<file path="src/rtl/hazard_ctrl_if.sv">
// Pipeline hazard control bus: ID/EX/MEM status toward the controller and
// the PC / IF/ID / ID/EX / EX/MEM enables and flushes back to the datapath.
// Build option: HAZARD_PERF_CNT_EN adds the stall/flush performance counters.
interface hazard_ctrl_if
`ifdef HAZARD_PERF_CNT_EN
  #(parameter int unsigned CNT_W = 16)
`endif
  ;
  // Hazard-detection inputs from the datapath
  logic [4:0] id_Rs;
  logic [4:0] id_Rt;
  logic       id_uses_Rt;
  logic       ex_MemtoReg;
  logic       ex_RegWrite;
  logic [4:0] ex_Rt;
  logic       mem_BranchTaken;

  // Sequencing controls back to the datapath
  logic       pc_en;
  logic       ifid_en;
  logic       ifid_flush;
  logic       idex_bubble;
  logic       exmem_flush;
  logic [1:0] state;

`ifdef HAZARD_PERF_CNT_EN
  logic [CNT_W-1:0] stall_count;
  logic [CNT_W-1:0] flush_count;
`endif

  // Datapath side
  modport master (
    output id_Rs, id_Rt, id_uses_Rt, ex_MemtoReg, ex_RegWrite, ex_Rt,
           mem_BranchTaken,
    input  pc_en, ifid_en, ifid_flush, idex_bubble, exmem_flush, state
`ifdef HAZARD_PERF_CNT_EN
    , input stall_count, flush_count
`endif
  );

  // Controller side
  modport slave (
    input  id_Rs, id_Rt, id_uses_Rt, ex_MemtoReg, ex_RegWrite, ex_Rt,
           mem_BranchTaken,
    output pc_en, ifid_en, ifid_flush, idex_bubble, exmem_flush, state
`ifdef HAZARD_PERF_CNT_EN
    , output stall_count, flush_count
`endif
  );
endinterface

</file>
<file path="src/rtl/hazard_ctrl.sv">
// Pipeline sequencing controller for the 5-stage MIPS core.
// Detects load-use hazards (ID vs. load in EX) and holds the front end for
// LOAD_STALL_CYCLES cycles; squashes wrong-path work on a taken branch in MEM.
// Priority each cycle: branch flush > stall > run. Controls are combinational
// from the registered state/counter and the current inputs.
// Build option: HAZARD_PERF_CNT_EN adds saturating stall/flush counters.
module hazard_ctrl #(
  parameter int unsigned LOAD_STALL_CYCLES = 1
`ifdef HAZARD_PERF_CNT_EN
  , parameter int unsigned CNT_W = 16
`endif
) (
  input  logic         CLK,
  input  logic         RST_N,
  hazard_ctrl_if.slave bus
);

  typedef enum logic [1:0] {
    S_RUN   = 2'd0,
    S_STALL = 2'd1,
    S_FLUSH = 2'd2
  } state_t;

  // Remaining STALL cycles after the detection cycle, minus one
  localparam logic [1:0] STALL_INIT =
    (LOAD_STALL_CYCLES > 1) ? 2'(LOAD_STALL_CYCLES - 2) : 2'd0;

  state_t     state_q, state_nxt;
  logic [1:0] cnt_q, cnt_nxt;
  logic       load_use;
  logic       pc_en_c, ifid_en_c, ifid_flush_c, idex_bubble_c, exmem_flush_c;

  // Load in EX writing a register that the instruction in ID reads
  assign load_use = bus.ex_MemtoReg & bus.ex_RegWrite & (bus.ex_Rt != 5'd0) &
                    ((bus.ex_Rt == bus.id_Rs) |
                     (bus.id_uses_Rt & (bus.ex_Rt == bus.id_Rt)));

  // State and stall counter registers
  always_ff @(posedge CLK or negedge RST_N) begin
    if (!RST_N) begin
      state_q <= S_RUN;
      cnt_q   <= 2'd0;
    end else begin
      state_q <= state_nxt;
      cnt_q   <= cnt_nxt;
    end
  end

  // Next state and pipeline controls
  always_comb begin
    state_nxt     = state_q;
    cnt_nxt       = cnt_q;
    pc_en_c       = 1'b1;
    ifid_en_c     = 1'b1;
    ifid_flush_c  = 1'b0;
    idex_bubble_c = 1'b0;
    exmem_flush_c = 1'b0;

    if (bus.mem_BranchTaken) begin
      // Taken branch: load target, squash IF/ID, ID/EX, EX/MEM, drop any stall
      ifid_flush_c  = 1'b1;
      idex_bubble_c = 1'b1;
      exmem_flush_c = 1'b1;
      state_nxt     = S_FLUSH;
      cnt_nxt       = 2'd0;
    end else begin
      unique case (state_q)
        S_STALL: begin
          pc_en_c       = 1'b0;
          ifid_en_c     = 1'b0;
          idex_bubble_c = 1'b1;
          if (cnt_q == 2'd0) begin
            state_nxt = S_RUN;
          end else begin
            cnt_nxt = cnt_q - 2'd1;
          end
        end
        S_FLUSH: begin
          // EX holds a bubble this cycle, so load_use cannot be genuine
          state_nxt = S_RUN;
        end
        default: begin
          // S_RUN; the unused code 3 behaves the same and recovers to RUN
          state_nxt = S_RUN;
          if (load_use) begin
            pc_en_c       = 1'b0;
            ifid_en_c     = 1'b0;
            idex_bubble_c = 1'b1;
            if (LOAD_STALL_CYCLES > 1) begin
              state_nxt = S_STALL;
              cnt_nxt   = STALL_INIT;
            end
          end
        end
      endcase
    end
  end

  // Reset holds the pipeline frozen and squashed
  assign bus.pc_en       = RST_N & pc_en_c;
  assign bus.ifid_en     = RST_N & ifid_en_c;
  assign bus.ifid_flush  = ~RST_N | ifid_flush_c;
  assign bus.idex_bubble = ~RST_N | idex_bubble_c;
  assign bus.exmem_flush = ~RST_N | exmem_flush_c;
  assign bus.state       = state_q;

`ifdef HAZARD_PERF_CNT_EN
  logic [CNT_W-1:0] stall_cnt_q, flush_cnt_q;

  // Saturating counts of frozen-PC cycles and taken-branch flush cycles
  always_ff @(posedge CLK or negedge RST_N) begin
    if (!RST_N) begin
      stall_cnt_q <= '0;
      flush_cnt_q <= '0;
    end else begin
      if (!pc_en_c && (stall_cnt_q != '1)) begin
        stall_cnt_q <= stall_cnt_q + CNT_W'(1);
      end
      if (bus.mem_BranchTaken && (flush_cnt_q != '1)) begin
        flush_cnt_q <= flush_cnt_q + CNT_W'(1);
      end
    end
  end

  assign bus.stall_count = stall_cnt_q;
  assign bus.flush_count = flush_cnt_q;
`endif

endmodule

</file>
<file path="src/flat_wrapper.sv">
// flat-port wrapper written by rule: the top's interface ports become plain ports
module hazard_ctrl_flat 
#(
  parameter int unsigned LOAD_STALL_CYCLES = 1

)
  (CLK, RST_N, bus_id_Rs, bus_id_Rt, bus_id_uses_Rt, bus_ex_MemtoReg, bus_ex_RegWrite, bus_ex_Rt, bus_mem_BranchTaken, bus_pc_en, bus_ifid_en, bus_ifid_flush, bus_idex_bubble, bus_exmem_flush, bus_state);
  hazard_ctrl_if bus_i ();
  input  logic CLK;
  input  logic RST_N;
  input wire logic [$bits(bus_i.id_Rs)-1:0] bus_id_Rs;
  input wire logic [$bits(bus_i.id_Rt)-1:0] bus_id_Rt;
  input wire logic [$bits(bus_i.id_uses_Rt)-1:0] bus_id_uses_Rt;
  input wire logic [$bits(bus_i.ex_MemtoReg)-1:0] bus_ex_MemtoReg;
  input wire logic [$bits(bus_i.ex_RegWrite)-1:0] bus_ex_RegWrite;
  input wire logic [$bits(bus_i.ex_Rt)-1:0] bus_ex_Rt;
  input wire logic [$bits(bus_i.mem_BranchTaken)-1:0] bus_mem_BranchTaken;
  output wire logic [$bits(bus_i.pc_en)-1:0] bus_pc_en;
  output wire logic [$bits(bus_i.ifid_en)-1:0] bus_ifid_en;
  output wire logic [$bits(bus_i.ifid_flush)-1:0] bus_ifid_flush;
  output wire logic [$bits(bus_i.idex_bubble)-1:0] bus_idex_bubble;
  output wire logic [$bits(bus_i.exmem_flush)-1:0] bus_exmem_flush;
  output wire logic [$bits(bus_i.state)-1:0] bus_state;
  assign bus_i.id_Rs = bus_id_Rs;
  assign bus_i.id_Rt = bus_id_Rt;
  assign bus_i.id_uses_Rt = bus_id_uses_Rt;
  assign bus_i.ex_MemtoReg = bus_ex_MemtoReg;
  assign bus_i.ex_RegWrite = bus_ex_RegWrite;
  assign bus_i.ex_Rt = bus_ex_Rt;
  assign bus_i.mem_BranchTaken = bus_mem_BranchTaken;
  assign bus_pc_en = bus_i.pc_en;
  assign bus_ifid_en = bus_i.ifid_en;
  assign bus_ifid_flush = bus_i.ifid_flush;
  assign bus_idex_bubble = bus_i.idex_bubble;
  assign bus_exmem_flush = bus_i.exmem_flush;
  assign bus_state = bus_i.state;
  hazard_ctrl #(.LOAD_STALL_CYCLES(LOAD_STALL_CYCLES)) u_core (.CLK(CLK), .RST_N(RST_N), .bus(bus_i));
endmodule
</file>
<file path="config.mk">
export PLATFORM = sky130hd
export DESIGN_NAME = hazard_ctrl_flat
export DESIGN_NICKNAME = d
export VERILOG_FILES = /design/src/rtl/hazard_ctrl_if.sv /design/src/rtl/hazard_ctrl.sv /design/src/flat_wrapper.sv
export SDC_FILE = /design/constraint.sdc
export NUM_CORES = 1
export LEC_CHECK = 0
export CAP_MARGIN = 20
export CORE_AREA = 2 2 39 41
export DETAILED_ROUTE_END_ITERATION = 12
export DIE_AREA = 0 0 41 43
export GPL_TIMING_DRIVEN = 0
export HOLD_SLACK_MARGIN = 0.15
export SYNTH_ARGS = -nofsm -noshare
export SYNTH_HDL_FRONTEND = slang
export SYNTH_SLANG_ARGS = --single-unit
</file>
<file path="constraint.sdc">
create_clock -name CLK -period 1.4 [get_ports CLK]
set_clock_uncertainty 0.15 [all_clocks]
set_input_delay 0.14 -clock CLK [delete_from_list [all_inputs] [get_ports CLK]]
set_output_delay 0.14 -clock CLK [all_outputs]
set_load 0.01 [all_outputs]
</file>
==> results.txt <==
first-pass GRT wire length: 1104 um
CP max FO: 3
CP arrival: 1.34 ns
clock-pin slew on the worst setup and hold paths: 0 ns
Pre-Repair DR Iteration Count: 1
status: finished, violations left
area grow syn2layout: 155.0%
row count: 14
Synth cell types: 15
die width: 41 um
delay-heaviest family, CP: simple AND/OR/NAND/NOR gates
max FFs per register: 1
fin crit share: 1.164
cells along the critical path: buf_8 > or4_4 > nor2_4 > or4_1 > o21a_1 > buf_6 > buf_6
Hold Crit Start: bus_mem_BranchTaken
Mean Syn Cell Area: 7.924 um2
DRT antenna net count: 0
largest net degree at the start of global routing: 4
syn_nets: 48
Global Route Usage Sum: 0.08500
Die ar.: 1763 um2
CP bufs+invs: 3
most frequent cell after synthesis: xor2_1
fin util: 0.3942
core area: 1384 um2
Pwr Density: 306.7 nW/um2
Tmin final: 1.629 ns
fmax: 0.6138 GHz
Post-Syn Area: 214.0 um2
VDD IR max: 0.1890 mV
Setup crit end kind: output pin
synth warn: 0
Synth area leader: xor2_1
Vias/cell: 3.946
drt drc: 0
Hold Path Sink: u_core.bus.state[1]
max cap viols: 0
Worst setup SP type: input pin
total grt overflow: 0
RSZ-0062 raised after global routing: true
I/O Buffers: 26
Post-synth EDFFs: 0
register area share after synthesis: 0.1170
endpoints failing setup: 3
1st-iter DRT viols: 0
Required @ worst endpoint: 1.11 ns
Fill cells: 170
initial antenna violation count: 0
dominant synthesized flop cell: dfrtp_1
Boundary Pins: 28
worst setup slack after layout: -0.2293 ns
Setup Crit Path Kind: input pin to output pin
setup TNS: -0.5596 ns
# nets final: 81
slowest stage delay, CP: 0.53 ns
Final Hold Viols: 0
DPL Wire Length: 555.6 um
failing checks: negative setup slack
worst hold stages: 1
commonest cells in the netlist: xor2_1, buf_4, nor2_1, or4_1
Crit path top cell by count: buf_6
dpl cell area: 498.0 um2
post-route cell area: 545.5 um2
class of the worst hold path: input pin to register
Syn Inst Count: 27
die height: 43 um
Slew Limit Fails: 0
via count: 292
CP max stage cell: or4_1
routability-driven placement congestion ratio: 0.5655
number of synthesized register bits: 1
# diodes: 0
leakage power: 0.2532 nW
fraction of layout cells with a size suffix above 1: 0.3966
top cells by area, synth: xor2_1, dfrtp_1, buf_4, or4_1, a32oi_1
Avg WL per Cell: 9.622 um
Starting Density: 0.1546
Async SR Flop Fraction: 1.000
post-synth top area share: 0.3684
vias in the first global route: 293
Routed WL: 712 um
[through the flow]
| step | worst slack [ns] | hold WS, ns | std cells | power, W |
|---|---|---|---|---|
| detailed placement | -1.064 | 0.1684 | 69 | 0.0001626 |
| global placement | -1.071 | 0.1684 | 69 | 0.0001626 |
| finish | -0.2293 | 0.2640 | 74 | 0.0001673 |
| floorplan | -0.1558 | -0.3056 | 27 | 0.00007574 |
| CTS | -0.2208 | 0.2624 | 72 | 0.0001553 |
| global route | -0.2498 | 0.2891 | 74 | 0.0001798 |
[final cells by class]
type,count,area [um2],area share
buffer,3,26.28,0.04817
sequential,1,25.02,0.04587
timing repair buffer,31,284.0,0.5206
multi-input combinational,23,190.2,0.3486
tap,16,20.02,0.03670
[kinds of logic (layout without fill, tap and decap cells)]
logic type,after synthesis,count (layout),synth area share
AO/OA/AOI/OAI,3,3,0.1111
XOR/XNOR,10,10,0.4094
buffers and inverters,3,34,0.1053
flip-flops,1,1,0.1169
other,1,1,0.01753
AND/OR/NAND/NOR,9,9,0.2398
[worst max path at each step]
stage                             start         to  slack [ns]  cells after the start
finish                     bus_ex_Rt[0]  bus_pc_en       -0.23                      7
detailed placement         bus_ex_Rt[0]  bus_pc_en       -1.06                      7
global route               bus_ex_Rt[1]  bus_pc_en       -0.25                      7
CTS                        bus_ex_Rt[3]  bus_pc_en       -0.22                      7
global placement           bus_ex_Rt[0]  bus_pc_en       -1.07                      7
floorplan           u_core.bus.state[1]  bus_pc_en       -0.16                      3
[cell usage in the layout (no fill, tap or decap), drive strengths merged]
cell            n
dfrtp           1
o21bai          1
clkdlybuf4s15   1
nand2           1
or3             1
nor4            1
nor3            1
xnor2           1
xor2            9
a32oi           1
nand2b          1
or4             2
conb            1
o21a            1
nor2            2
clkdlybuf4s50   3
buf            18
dlygate4sd2    11
dlygate4sd3     1
[power breakdown]
group | total, W | internal, W | switching, W
clock network | 0 | 0 | 0
registers | 0.0000319 | 0.0000309 | 0.000000980
logic | 0.000135 | 0.0000873 | 0.0000481
total | 0.000167 | 0.000118 | 0.0000491
[metal layers]
| layer | GRT usage | vias up | routed length, um |
|---|---|---|---|
| li1 | - | 151 | - |
| met1 | 0.08571 | 124 | 220 |
| met2 | 0.1688 | 17 | 392 |
| met3 | 0.02094 | 0 | 99 |
| met4 | 0 | 0 | 0 |
| met5 | 0 | - | 0 |
[timing repair]
item                                   4_1_cts  5_1_grt
buffers inserted                             2        2
setup endpoints to repair                    5        3
resized for setup                           68        8
hold buffers                                 1        0
endpoints found under the hold margin        1        0
pin swaps                                   15        5
Power figures use the tool's default switching activity.
